`src/rtl/game_pkg.sv`:
```
// Shared definitions for the whack-a-mole round sequencer: state codes,
// default timing constants and the saturating score helper.
package game_pkg;

    typedef enum logic [2:0] {
        IDLE    = 3'd0,
        READY   = 3'd1,
        PLAYING = 3'd2,
        PAUSED  = 3'd3,
        OVER    = 3'd4
    } game_state_t;

    localparam int CLOCK_FREQUENCY_DEF = 50000000;
    localparam int ROUND_SECONDS_DEF   = 60;
    localparam int READY_SECONDS_DEF   = 3;
    localparam int SCORE_MAX_DEF       = 99;

    function automatic logic [6:0] sat_inc(input logic [6:0] value, input logic [6:0] limit);
        return (value >= limit) ? limit : value + 7'd1;
    endfunction

endpackage

```
`src/rtl/game_round_ctrl_tick_gen.sv`:
```
// Restartable, holdable one-second timebase: Tick fires CLOCK_FREQUENCY cycles
// after a restart and every CLOCK_FREQUENCY cycles after that.
module second_tick_gen #(
    parameter int CLOCK_FREQUENCY = 50000000
) (
    input  logic ClockIn,
    input  logic Reset,
    input  logic Restart,
    input  logic Hold,
    output logic Tick
);

    localparam int COUNT_WIDTH = (CLOCK_FREQUENCY > 1) ? $clog2(CLOCK_FREQUENCY) : 1;
    localparam logic [COUNT_WIDTH-1:0] LAST_COUNT = COUNT_WIDTH'(CLOCK_FREQUENCY - 1);

    logic [COUNT_WIDTH-1:0] count;

    // A held tick is swallowed; the count stays parked so it fires on release.
    assign Tick = (count == LAST_COUNT) && !Hold;

    always_ff @(posedge ClockIn) begin
        if (Reset || Restart) begin
            count <= '0;
        end else if (!Hold) begin
            count <= Tick ? '0 : count + 1'b1;
        end
    end

endmodule

```
`src/rtl/game_round_ctrl.sv`:
```
// Round sequencer: IDLE -> get-ready countdown -> pausable timed round -> game over,
// owning the ready/round second counters and the saturating score.
module game_round_ctrl
    import game_pkg::*;
#(
    parameter int CLOCK_FREQUENCY = CLOCK_FREQUENCY_DEF,
    parameter int ROUND_SECONDS   = ROUND_SECONDS_DEF,
    parameter int READY_SECONDS   = READY_SECONDS_DEF,
    parameter int SCORE_MAX       = SCORE_MAX_DEF
) (
    input  logic       ClockIn,
    input  logic       Reset,
    input  logic       Start,
    input  logic       Pause,
    input  logic       HitValid,
    output logic [2:0] State,
    output logic [3:0] ReadyLeft,
    output logic [6:0] SecondsLeft,
    output logic [6:0] Score,
    output logic       GameActive,
    output logic       GameOver,
    output logic       RoundEndPulse
);

    game_state_t state, next_state;
    logic        start_prev;
    logic        start_edge;
    logic        tick;
    logic        restart;
    logic        hold;
    logic        play_tick;
    logic [3:0]  ready_left, ready_next;
    logic [6:0]  secs_left, secs_next;
    logic [6:0]  score, score_next;
    logic        pulse_next;
    logic        game_active, game_over, round_end_pulse;

    assign start_edge = Start & ~start_prev;
    // Pause freezes the timebase both on the entering edge and while paused,
    // so the round is delayed by exactly the number of cycles Pause was high.
    assign hold       = Pause && ((state == PLAYING) || (state == PAUSED));
    assign play_tick  = tick && ((state == PLAYING) || (state == PAUSED));

    second_tick_gen #(
        .CLOCK_FREQUENCY(CLOCK_FREQUENCY)
    ) u_tick (
        .ClockIn(ClockIn),
        .Reset  (Reset),
        .Restart(restart),
        .Hold   (hold),
        .Tick   (tick)
    );

    always_comb begin
        next_state = state;
        ready_next = ready_left;
        secs_next  = secs_left;
        score_next = score;
        restart    = 1'b0;
        pulse_next = 1'b0;

        if ((state == PLAYING) && HitValid) begin
            score_next = sat_inc(score, 7'(SCORE_MAX));
        end

        case (state)
            IDLE, OVER: begin
                if (start_edge) begin
                    next_state = READY;
                    ready_next = 4'(READY_SECONDS);
                    score_next = '0;
                    restart    = 1'b1;
                end
            end
            READY: begin
                if (tick) begin
                    if (ready_left <= 4'd1) begin
                        next_state = PLAYING;
                        ready_next = '0;
                        secs_next  = 7'(ROUND_SECONDS);
                        restart    = 1'b1;
                    end else begin
                        ready_next = ready_left - 4'd1;
                    end
                end
            end
            PLAYING: begin
                if (Pause) begin
                    next_state = PAUSED;
                end
            end
            PAUSED: begin
                if (!Pause) begin
                    next_state = PLAYING;
                end
            end
            default: begin
                next_state = IDLE;
            end
        endcase

        // A tick parked by a pause is released on the resume edge.
        if (play_tick) begin
            if (secs_left <= 7'd1) begin
                next_state = OVER;
                secs_next  = '0;
                pulse_next = 1'b1;
            end else begin
                secs_next  = secs_left - 7'd1;
            end
        end
    end

    always_ff @(posedge ClockIn) begin
        if (Reset) begin
            state           <= IDLE;
            start_prev      <= 1'b0;
            ready_left      <= '0;
            secs_left       <= '0;
            score           <= '0;
            game_active     <= 1'b0;
            game_over       <= 1'b0;
            round_end_pulse <= 1'b0;
        end else begin
            state           <= next_state;
            start_prev      <= Start;
            ready_left      <= ready_next;
            secs_left       <= secs_next;
            score           <= score_next;
            game_active     <= (next_state == PLAYING);
            game_over       <= (next_state == OVER);
            round_end_pulse <= pulse_next;
        end
    end

    assign State         = state;
    assign ReadyLeft     = ready_left;
    assign SecondsLeft   = secs_left;
    assign Score         = score;
    assign GameActive    = game_active;
    assign GameOver      = game_over;
    assign RoundEndPulse = round_end_pulse;

endmodule

```
`config.mk`:
```
export PLATFORM = sky130hd
export DESIGN_NAME = game_round_ctrl
export DESIGN_NICKNAME = d
export VERILOG_FILES = /design/src/rtl/game_pkg.sv /design/src/rtl/game_round_ctrl_tick_gen.sv /design/src/rtl/game_round_ctrl.sv
export SDC_FILE = /design/constraint.sdc
export NUM_CORES = 1
export LEC_CHECK = 0
export ABC_AREA = 1
export ABC_CLOCK_PERIOD_IN_PS = 1900
export CAP_MARGIN = 0
export CORE_ASPECT_RATIO = 0.5
export CORE_MARGIN = 2
export CORE_UTILIZATION = 35
export CTS_CLUSTER_DIAMETER = 80
export DETAILED_ROUTE_END_ITERATION = 7
export GPL_TIMING_DRIVEN = 0
export HOLD_SLACK_MARGIN = 0.08
export PLACE_DENSITY = 0.57
export SLEW_MARGIN = 10
export SYNTH_ARGS = -nofsm -noshare
export SYNTH_HDL_FRONTEND = slang
export SYNTH_SLANG_ARGS = --single-unit
```
`constraint.sdc`:
```
create_clock -name ClockIn -period 1.9 [get_ports ClockIn]
set_clock_uncertainty 0.15 [all_clocks]
set_input_delay 0.57 -clock ClockIn [delete_from_list [all_inputs] [get_ports ClockIn]]
set_output_delay 0.57 -clock ClockIn [all_outputs]
set_load 0.01 [all_outputs]
```
==> metrics.txt <==
status=complete, no violations; Synth Area in Simple Gates=between 40% and 50%; Power Density=between 500 and 600 mW/mm^2; Total Die Area=~0.0090 sq mm; antenna-violating nets left=0; Layout Cell Area excl Fill=0.00370 sq mm; initial antenna violation count=0; Sw Ratio=about 24%; Static Leakage=roughly 1.5 nW; slowest library cell on the worst path=clkdlybuf4s50_1; number of DRC violations after detailed routing=0; number of cells traversed by the worst hold path=1; fraction of power consumed by sequential logic=between 50 and 60%; number of distinct library cell variants in the gate-level netlist after synthesis=35; number of standard-cell rows in the floorplan=23; post-synthesis xor/xnor area fraction=4.58%; number of diodes=0; number of levels the H-tree was split into=2; Total Routing Usage GR=~17%; number of nets at the end of the flow=493; Endpoint, Worst Hold=Score[0]; routed wirelength normalized by instance count=about 13 um; start point of the worst hold path=Score[0]; net count of the mapped netlist=about 440; internal power=between 1.5 and 2 mW; final weighted congestion in routability-driven placement=about 0.94; clock buffers created by TritonCTS=5; CP arrival=about 1.1 ns; area delta synth->final=28.8%; Worst setup EP type=output port; r2r startpoint=u_tick.count[0]; CTS tree=yes; count of buffers inserted at the top-level ports=28; warning count from the yosys run=0; count of final max-slew check failures=0; area share of fa/ha/maj cells after synthesis=2.61%; number of vias per cell=between 4 and 5; wire length of the first global-routing pass=~12000 um; gate count of the mapped netlist=431; Largest stage delay, worst path=roughly 0.53 ns; synthesized area per cell=roughly 6.7 sq um; Placeable Area=approximately 0.008 sq mm; chip height=68.1 um; clock latency reported for the late side of the worst-skew pair=approximately 0.29 ns; classification of the worst setup path=register to output port; top library cells by usage in the layout, fill and taps aside=86 x nand2_1, 83 x nor2_1, 50 x inv_1; power dissipated by switching net loads=0.519 mW; maximum vdd ir drop=between 0.0003 and 0.0004 V; iteration count of the initial detailed-routing pass=5; largest fanout of any net on the critical path=1; Seq/Total Area, Yosys=between 30 and 40%; Top Family by Delay on Critical Path=buffers and inverters; Reg clk slew, reported paths=roughly 0.07 ns; normalized max-slew margin=64.0%; count of routing violations after the opening detailed-route iteration=approximately 190; clock sinks=51; fraction of final layout cells sized beyond drive strength 1=a little under a fifth; Req. time, crit path=around 1.2 ns; clock tree root buffer cell=clkbuf_16; vias after detailed routing=2842; count of endpoints failing hold in the final timing report=0; worst-margin pin slew=0.538 ns; starting density of the core=about 36%; kind of path behind the tightest hold check=register to register; maximum number of pins on one net before global-route repair=15; routed wire length=about 7600 um; Post-DP Area=approximately 0.0033 sq mm; main combinational cell family by area after synthesis=simple AND/OR/NAND/NOR gates; HPWL after DPL=between 5000 and 6000 um; complex-gate fraction of the synthesized area=6.97%; crit path time final=1.85 ns; part of the total power dissipated in the clock network=slightly above 40%; total negative slack=0 ns; chip width=132 um; part of the total power dissipated in combinational logic=around 8.4%; mux contribution to synthesized area=0%; leading cell type in the layout, fill and taps excluded=nand2_1; buffering stage count on the worst path with inverters included=1; #FFs+latches synth=~50; Setup-failing EPs final=0; I/O pin count=29; count of fill cells added during filler insertion=823; number of max-cap violations=0; maximum number of buffers from clock root to sink=2; number of hold-repair buffers added at the cts stage=0; Critical Path Start Type=register; total standard cell area after synthesis=roughly 0.0029 sq mm; critical path cell sequence=clkdlybuf4s50_1; endpoint of the worst register-to-register path=SecondsLeft[4]; Overflow after GRT=0; portion of the clock cycle consumed by the worst path in the final layout=between 90% and 100%; via count of the first global-routing pass=between 2000 and 2500; minimum setup slack among reg-to-reg paths=0.10 ns; fmax=between 500 and 600 MHz; reg2reg path depth=9
-- worst max-delay path by stage --
| stage | startpoint | to | slack, ns | cells after the start |
|---|---|---|---|---|
| after CTS | u_tick.count[0] | SecondsLeft[4] | 0.005 | 10 |
| after floorplan | Pause | u_tick.count[20] | 0.18 | 8 |
| final | GameActive | GameActive | 0.05 | 1 |
| after global routing | Start | u_tick.count[13] | -0.0008 | 10 |
| after detailed placement | Pause | u_tick.count[20] | -0.60 | 9 |
| after global placement | Pause | u_tick.count[20] | -0.61 | 9 |
-- kinds of logic after synthesis --
kind of cell	Yosys count
AND/OR/NAND/NOR	266
buffers and inverters	57
flip-flops	51
AO/OA/AOI/OAI	36
XOR/XNOR	15
adder cells (fa/ha/maj)	6
-- what timing repair did --
item / 4_1_cts / 5_1_grt
gates resized for setup: 41 / 42
setup endpoints to repair: 66 / 47
buffers inserted: 9 / 6
pin swaps: 3 / 9
cloned: 1 / 0
hold endpoints to repair: 0 / 0
-- metrics by stage --
| step | instances | hold slack [ns] | setup slack [ns] | power (mW) | utilization (%) |
|---|---|---|---|---|---|
| 6_report | 595 | 0.333 | 0.0541 | 2.16 | 46.4 |
| 5_1_grt | 595 | 0.359 | -0.000755 | 2.27 | 46.4 |
| 4_1_cts | 589 | 0.337 | 0.00480 | 2.17 | 44.2 |
| 3_5_place_dp | 571 | 0.323 | -0.602 | 1.28 | 41.3 |
| 3_3_place_gp | 571 | 0.320 | -0.610 | 1.28 | 41.3 |
| 2_1_floorplan | 431 | 0.332 | 0.176 | 1.23 | - |
-- layer usage --
metal / up-vias / global-route usage (%) / wire (um)
met1: 1290 / 23.0 / 3780
li1: 1493 / - / -
met2: 50 / 28.9 / 3430
met4: 0 / 5.57 / 110
met5: - / 0 / 0
met3: 9 / 3.93 / 321
-- cells in the mapped netlist --
| cell type | instances | area, sq um |
|---|---|---|
| nor2_2 | 1 | 6.26 |
| xor2_1 | 12 | 105 |
| a31oi_1 | 2 | 12.5 |
| ha_1 | 6 | 75.1 |
| a21oi_1 | 12 | 60.1 |
| nor3b_1 | 3 | 22.5 |
| nand4_4 | 1 | 21.3 |
| o22ai_1 | 3 | 18.8 |
| clkinv_1 | 1 | 3.75 |
| nor2_4 | 5 | 56.3 |
| inv_2 | 2 | 7.51 |
| o211ai_1 | 1 | 7.51 |
| nand2_4 | 2 | 22.5 |
| o221ai_1 | 1 | 8.76 |
| o21ai_0 | 14 | 70.1 |
| nor4_1 | 1 | 6.26 |
| clkbuf_1 | 1 | 3.75 |
| or2_2 | 1 | 6.26 |
| nand3b_1 | 3 | 22.5 |
| a22oi_1 | 1 | 7.51 |
| nand4_1 | 10 | 62.6 |
| nor2_1 | 95 | 357 |
| xnor2_1 | 3 | 26.3 |
| nand2_2 | 4 | 25.0 |
| buf_6 | 1 | 11.3 |
| inv_4 | 1 | 6.26 |
| o21bai_1 | 1 | 7.51 |
| dfxtp_1 | 51 | 1020 |
| inv_1 | 51 | 191 |
| nand3_2 | 3 | 30.0 |
| nor3_2 | 2 | 20.0 |
| nand2_1 | 91 | 342 |
| nor3_1 | 17 | 85.1 |
| nand3_1 | 27 | 135 |
| a211oi_1 | 1 | 7.51 |
-- power groups by stage --
stage               Combinational, mW  Clock [mW]  Sequential (mW)
floorplan                       0.107           0             1.12
global placement                0.165           0             1.12
detailed placement              0.165           0             1.12
CTS                             0.169       0.912             1.09
global route                    0.201       0.974             1.10
finish                          0.180       0.881             1.10
-- flip-flops by register name, indices dropped and copies added, names as in the netlist --
signal,cells
u_tick.count,26
SecondsLeft,7
ReadyLeft,4
State,3
Score,7
GameOver,1
RoundEndPulse,1
start_prev,1
GameActive,1
-- cell type report --
type / count / area (sq um) / share of cell area (%)
repair buffers: 43 / 382 / 10.3
clock inverters: 1 / 5.00 / 0.135
flip-flops and latches: 51 / 1040 / 28.2
plain buffers: 2 / 20.0 / 0.541
clock buffers: 7 / 133 / 3.58
well taps: 112 / 140 / 3.79
inverters: 55 / 209 / 5.65
multi-input cells: 324 / 1770 / 47.8
Power figures use the tool's default switching activity.
